### src/rtl/mem_data_interface.sv
// Memory-side stage of the single-bus datapath.
// Holds the MAR/MDR pair loaded from the bus and runs the read/write
// handshake with memory, aborting a request that is not acknowledged in time.
//
// state | meaning
// ------+---------------------------------------------------------------
// IDLE  | no request; MAR/MDR loads and new starts are accepted
// RD    | mem_rd asserted; waiting for mem_ack, MDR captures mem_rdata
// WR    | mem_wr asserted; waiting for mem_ack, MDR is driven as write data
module mem_data_interface #(
  parameter int ADDR_W  = 9,
  parameter int TIMEOUT = 16   // legal range 2..255
) (
  input  logic              clk,
  input  logic              clr_n,
  input  logic [31:0]       bus_in,
  input  logic              mar_in,
  input  logic              mdr_in,
  input  logic              read_start,
  input  logic              write_start,
  output logic [ADDR_W-1:0] mem_addr,
  output logic [31:0]       mem_wdata,
  output logic              mem_rd,
  output logic              mem_wr,
  input  logic [31:0]       mem_rdata,
  input  logic              mem_ack,
  output logic [31:0]       mdr_out,
  output logic              busy,
  output logic              done,
  output logic              err
);

  typedef enum logic [1:0] {
    IDLE = 2'd0,
    RD   = 2'd1,
    WR   = 2'd2
  } state_t;

  // Last counter value before the abort; the request then stays high
  // for exactly TIMEOUT cycles.
  localparam logic [7:0] CNT_LAST = 8'(TIMEOUT - 1);

  state_t              state_q, state_d;
  logic [ADDR_W-1:0]   mar_q, mar_d;
  logic [31:0]         mdr_q, mdr_d;
  logic [7:0]          cnt_q, cnt_d;
  logic                rd_q, rd_d;
  logic                wr_q, wr_d;
  logic                busy_q, busy_d;
  logic                done_q, done_d;
  logic                err_q, err_d;

  // Register all state and registered outputs; reset clears everything at once.
  always_ff @(posedge clk or negedge clr_n) begin
    if (!clr_n) begin
      state_q <= IDLE;
      mar_q   <= '0;
      mdr_q   <= '0;
      cnt_q   <= '0;
      rd_q    <= 1'b0;
      wr_q    <= 1'b0;
      busy_q  <= 1'b0;
      done_q  <= 1'b0;
      err_q   <= 1'b0;
    end else begin
      state_q <= state_d;
      mar_q   <= mar_d;
      mdr_q   <= mdr_d;
      cnt_q   <= cnt_d;
      rd_q    <= rd_d;
      wr_q    <= wr_d;
      busy_q  <= busy_d;
      done_q  <= done_d;
      err_q   <= err_d;
    end
  end

  // Next-state and next-output decode for the handshake FSM.
  always_comb begin
    state_d = state_q;
    mar_d   = mar_q;
    mdr_d   = mdr_q;
    cnt_d   = cnt_q;
    rd_d    = rd_q;
    wr_d    = wr_q;
    done_d  = 1'b0;
    err_d   = err_q;

    case (state_q)
      IDLE: begin
        // Loads land on the same edge as a start, so the request that rises
        // next cycle already sees the new address/data.
        if (mar_in) mar_d = bus_in[ADDR_W-1:0];
        if (mdr_in) mdr_d = bus_in;
        if (read_start) begin
          state_d = RD;
          rd_d    = 1'b1;
          wr_d    = 1'b0;
          cnt_d   = '0;
          err_d   = 1'b0;
        end else if (write_start) begin
          state_d = WR;
          rd_d    = 1'b0;
          wr_d    = 1'b1;
          cnt_d   = '0;
          err_d   = 1'b0;
        end
      end

      RD, WR: begin
        // An ack wins over a coincident timeout.
        if (mem_ack) begin
          if (state_q == RD) mdr_d = mem_rdata;
          state_d = IDLE;
          rd_d    = 1'b0;
          wr_d    = 1'b0;
          done_d  = 1'b1;
        end else if (cnt_q == CNT_LAST) begin
          state_d = IDLE;
          rd_d    = 1'b0;
          wr_d    = 1'b0;
          done_d  = 1'b1;
          err_d   = 1'b1;
        end else begin
          cnt_d = cnt_q + 8'd1;
        end
      end

      default: begin
        state_d = IDLE;
        rd_d    = 1'b0;
        wr_d    = 1'b0;
      end
    endcase

    busy_d = (state_d != IDLE);
  end

  assign mem_addr  = mar_q;
  assign mem_wdata = mdr_q;
  assign mdr_out   = mdr_q;
  assign mem_rd    = rd_q;
  assign mem_wr    = wr_q;
  assign busy      = busy_q;
  assign done      = done_q;
  assign err       = err_q;

endmodule

### config.mk
export PLATFORM = sky130hd
export DESIGN_NAME = mem_data_interface
export DESIGN_NICKNAME = d
export VERILOG_FILES = /design/src/rtl/mem_data_interface.sv
export SDC_FILE = /design/constraint.sdc
export NUM_CORES = 1
export LEC_CHECK = 0
export BUFFER_PORTS_ARGS = -buffer_cell sky130_fd_sc_hd__buf_2
export CORE_MARGIN = 2
export CORE_UTILIZATION = 48
export DETAILED_ROUTE_END_ITERATION = 7
export HOLD_SLACK_MARGIN = 0.06
export PLACE_DENSITY = 0.93
export SYNTH_ARGS = -nofsm -noshare
export SYNTH_HDL_FRONTEND = slang
export SYNTH_SLANG_ARGS = --single-unit
### constraint.sdc
create_clock -name clk -period 4.57 [get_ports clk]
set_input_delay 0.2285 -clock clk [delete_from_list [all_inputs] [get_ports clk]]
set_output_delay 0.2285 -clock clk [all_outputs]
set_load 0.03 [all_outputs]
Word-level counts from Yosys, hierarchy flattened --
Cells that the tools add are included.
Word-level totals: register bits 56, bits of input ports 71, output and inout port bits 78, word-level logic and storage cells 59
Operators by class: add/sub/neg operators 1, eq/ne operators 11, multiplexer cells 29, reductions and logical operators 9
Operator list (count):
- 2-to-1 mux 32 bit | 3
- one-hot mux 32 bit (2 select lines) | 1
- 2-to-1 mux 8 bit | 4
- one-hot mux 8 bit (2 select lines) | 1
- 2-to-1 mux 1 bit | 12
- inequality test 2 bit (second input constant) | 6
- AND reduction 4 bit | 3
- adder 8 x 1 -> 8 bit (second input constant) | 1
- == test 8 x 4 -> 1 bit (second input constant) | 1
- 2-to-1 mux 2 bit | 4
- inequality test 3 bit (second input constant) | 2
- one-hot mux 1 bit (2 select lines) | 3
- one-hot mux 2 bit (2 select lines) | 1
- AND reduction 2 bit | 2
- nonzero test 2 bit | 2
- == test 2 x 1 -> 1 bit (second input constant) | 1
- == test 2 bit (second input constant) | 1
- zero test 2 bit | 1
- OR reduction 2 bit | 1

Longest topological paths before layout --
depth in word-level cells 5, depth in mapped cells 8, gate-level depth less buffers 6

Least setup slack after synthesis --
Ideal clock, no wire load.
path kind reg2reg, from register state_q[0], to register cnt_q[4], data arrival time 1.566 ns, data required time 4.444 ns, setup slack 2.878 ns, cell stages (with the launch flop) 7, buffers on the path 1, period minus slack after synthesis 1.692 ns, cells stage by stage dfrtp_1 inv_1 ha_1 nor3b_2 or2_4 buf_2 a221o_1
On the way: longest elaborated chain between the ends 4
RTL lines:
- from (decl) | line 43 | state_t state_q, state_d;
- from (signal assigned) | line 66 | state_q <= state_d;
- == test 2 x 1 -> 1 bit / == test 2 bit (equally long branches) | line 89 | case (state_q)
- OR reduction 2 bit | line 89
- inequality test 2 bit (no source line) / nonzero test 2 bit (equally long branches)
- AND reduction 4 bit (no source line)
- to (signal assigned) | line 69 | cnt_q <= cnt_d;
- to (decl) | line 46 | logic [7:0] cnt_q, cnt_d;
Parallel ways exist; a longest one is shown, timed or not. A chain may end at the register's enable or synchronous reset.

Worst setup path in the final report --
from register state_q[0], to register mdr_q[4] (netlist: mdr_out[4])
On the way: longest elaborated chain between the ends 4
RTL lines:
- == test 2 x 1 -> 1 bit / == test 2 bit (equally long branches) | line 89, 113
- OR reduction 2 bit | line 89
- inequality test 2 bit (no source line) / nonzero test 2 bit (equally long branches)
- AND reduction 4 bit (no source line)
- to (signal assigned) | line 68 | mdr_q <= mdr_d;
- to (decl) | line 45 | logic [31:0] mdr_q, mdr_d;
Parallel ways exist; a longest one is shown, timed or not.

==> reports/results.ini <==
[timing]
slew_violations=0
period_minus_slack_ps=2613
slew_headroom=0.3173
worst_pin_slew_ps=1023
worst_clock_skew_ps=4.896
timing_hold_violations_final=0
max_freq_ghz=0.3827
setup_viol=0
fin_crit_sh=0.5717
rsz0062_at_grt=no
setup-tns-final_ps=0

[clocking]
cts_resized=0
cts_buffers=5
clk_path_buf_depth=2
path_clk_slew_ps=100
clock-sinks=56
tritoncts=done
cts-root-buf=clkbuf_8
htreeDepth=2
postCtsSetupBuffers=0
clk_latency_ps=300
holdBufCountCts=0

[worst_setup_path]
cp-endpoint=mdr_out[4]$_DFFE_PN0P_
crit_arrival_ps=2760
max_stage_delay_ps=790
required_ps=4720
reg2reg_to=mdr_out[4]$_DFFE_PN0P_
cp-start-kind=flip-flop
slowest_stage=nand3_2
crit_family=simple AND/OR/NAND/NOR gates
reg2reg_depth=6
rr_startpoint=state_q[0]$_DFF_PN0_
ff2ff_setup_slack_ps=1960
crit_start=state_q[0]$_DFF_PN0_
path_depth=6
path_max_fanout=64
crit_buf_inv=1
path_cells=inv_1 -> ha_2 -> nand2b_1 -> nand3_2 -> nand2_1 -> o21ai_0
cp-end-kind=flip-flop
path_class=reg -> reg

[floorplan]
core_sq_mm=0.005886
num_rows=28
die_height_um=81.60
initial_core_util=0.4911
fp.dieW_um=81.60
ioPinCount=149
dieArea_sq_mm=0.006658

[power]
p_total_mw=3.187
leakage_nw=1.910
powerDensity_mw_per_mm2=893.4
max-vdd-ir-drop_mv=0.4793

[synthesis]
synth_seq_area_share=0.4848
synth_cell_types=35
synth_area_sq_mm=0.002890
avgSynthCellArea_sq_um=10.25
ys_ff_latch=56
ys_warn_count=0
synth_nets=357
synthCells=282

[layout]
instances_no_fill=471
finalNetCount=470
final_cell_mix=buf_2 (148), dfrtp_1 (56), nand2_1 (46)
drive_above_1_share=0.4343
final_common_cell=buf_2
syn2layout_area_growth_pct=23.42
antenna_cells=0

[route]
drt_iter0_markers=137
drtAntennaViolNets=0
top_layer=met4
wirelength_mm=6.304
wl_met2_mm=3.306
wire_per_inst_um=13.38
met3RoutedLength_um=447
drt-pass1-iter-count=4
via_count=2401
via_per_inst=5.098
route.layer.met1.wl_mm=2.491
drc=0

[grt]
grt_pass1_vias=2184
grt_first_pass_wirelength_mm=9.584
grt-ovfl-total=0
grt_usage=0.1840
antenna_found_initial=0
grt_max_degree=65

[outcome]
outcome=finished clean

[placed_design]
gp_congestion=0.8767
port_buffers=148
dp_cells=463
post-dp-hpwl_mm=4.795

[run]
maxCapViolations=0

[hold_path]
hold_class=in -> async

[layout make-up]
cell class,count,area [sq um]
Fill cell,503,2318
Clock buffer,6,72.57
Sequential cell,56,1401
Clock inverter,2,38.79
Timing Repair Buffer,150,755.7
Multi-Input combinational cell,178,1190
Inverter,4,15.01
Tap cell,75,93.84
[registers in the layout, summed over array words and instances (netlist names)]
register,cells
mdr_out,32
mem_addr,9
cnt_q,8
state_q,2
busy,1
done,1
err,1
mem_rd,1
mem_wr,1
[through the flow]
stage	hold slack (ps)	utilization	setup slack [ps]	cell area (sq um)
floorplan	-67.09	-	2878	2890
global placement	396.8	0.5872	2142	3456
detailed placement	406.1	0.5872	1992	3456
CTS	70.28	0.6061	1997	3567
global route	112.9	0.6061	1646	3567
finish	49.37	0.6061	1957	3567
[power by group]
group / internal [mW] / switching [mW]
Combinational: 0.625 / 1.36
Sequential: 0.726 / 0.149
Clock: 0.166 / 0.158
[layer usage]
metal	vias up	GRT usage
li1	1173	-
met1	1111	0.2085
met2	110	0.3467
met3	7	0.03736
met4	0	0.05500
met5	-	0
[worst min-delay path by stage]
stage,to,slack [ps],depth (start not counted)
finish,cnt_q[5]$_DFFE_PN0P_,50,2
floorplan,busy$_DFF_PN0_,-70,0
CTS,cnt_q[5]$_DFFE_PN0P_,70,2
detailed placement,cnt_q[5]$_DFFE_PN0P_,410,2
global placement,cnt_q[7]$_DFFE_PN0P_,400,2
global route,mdr_out[22]$_DFFE_PN0P_,110,2
[logic make-up after synthesis]
| family | synth area share |
|---|---|
| flip-flops | 0.4848 |
| buffers and inverters | 0.1061 |
| AO/OA/AOI/OAI | 0.1082 |
| adder cells (fa/ha/maj) | 0.01732 |
| multiplexers | 0.1494 |
| AND/OR/NAND/NOR | 0.1342 |
[Yosys cell counts (all sizes together)]
cell type   n  area share
nand3       5      0.0087
ha          4       0.017
and2        1      0.0022
inv         4      0.0052
or4         1      0.0026
a2bb2oi     1      0.0030
nor2        3      0.0039
a221o       1      0.0035
nand4b      1      0.0030
nor2b       3      0.0065
nand2      46       0.060
dfrtp      56        0.48
o211a       1      0.0035
a31oi       1      0.0022
a211o       2      0.0061
o22ai       1      0.0022
and4b       1      0.0035
nor4        4       0.014
nor3b       1      0.0043
o22a        2      0.0061
o211ai      3      0.0078
nand2b      5       0.011
nand4       1      0.0022
nor3        2      0.0035
clkbuf      7      0.0091
mux2i      33        0.11
mux2        9       0.035
a21oi       6       0.012
or2         1      0.0030
buf        37       0.092
and3        3      0.0065
o21ai      36       0.062
[worst register-to-register path, cell delays in order, from the launching register on]
cell and delay [ps]:
dfrtp_1 420, inv_1 90, ha_2 480, nand2b_1 220, nand3_2 790, nand2_1 350
o21ai_0 130
No activity file was read; power rests on OpenSTA's default activity.
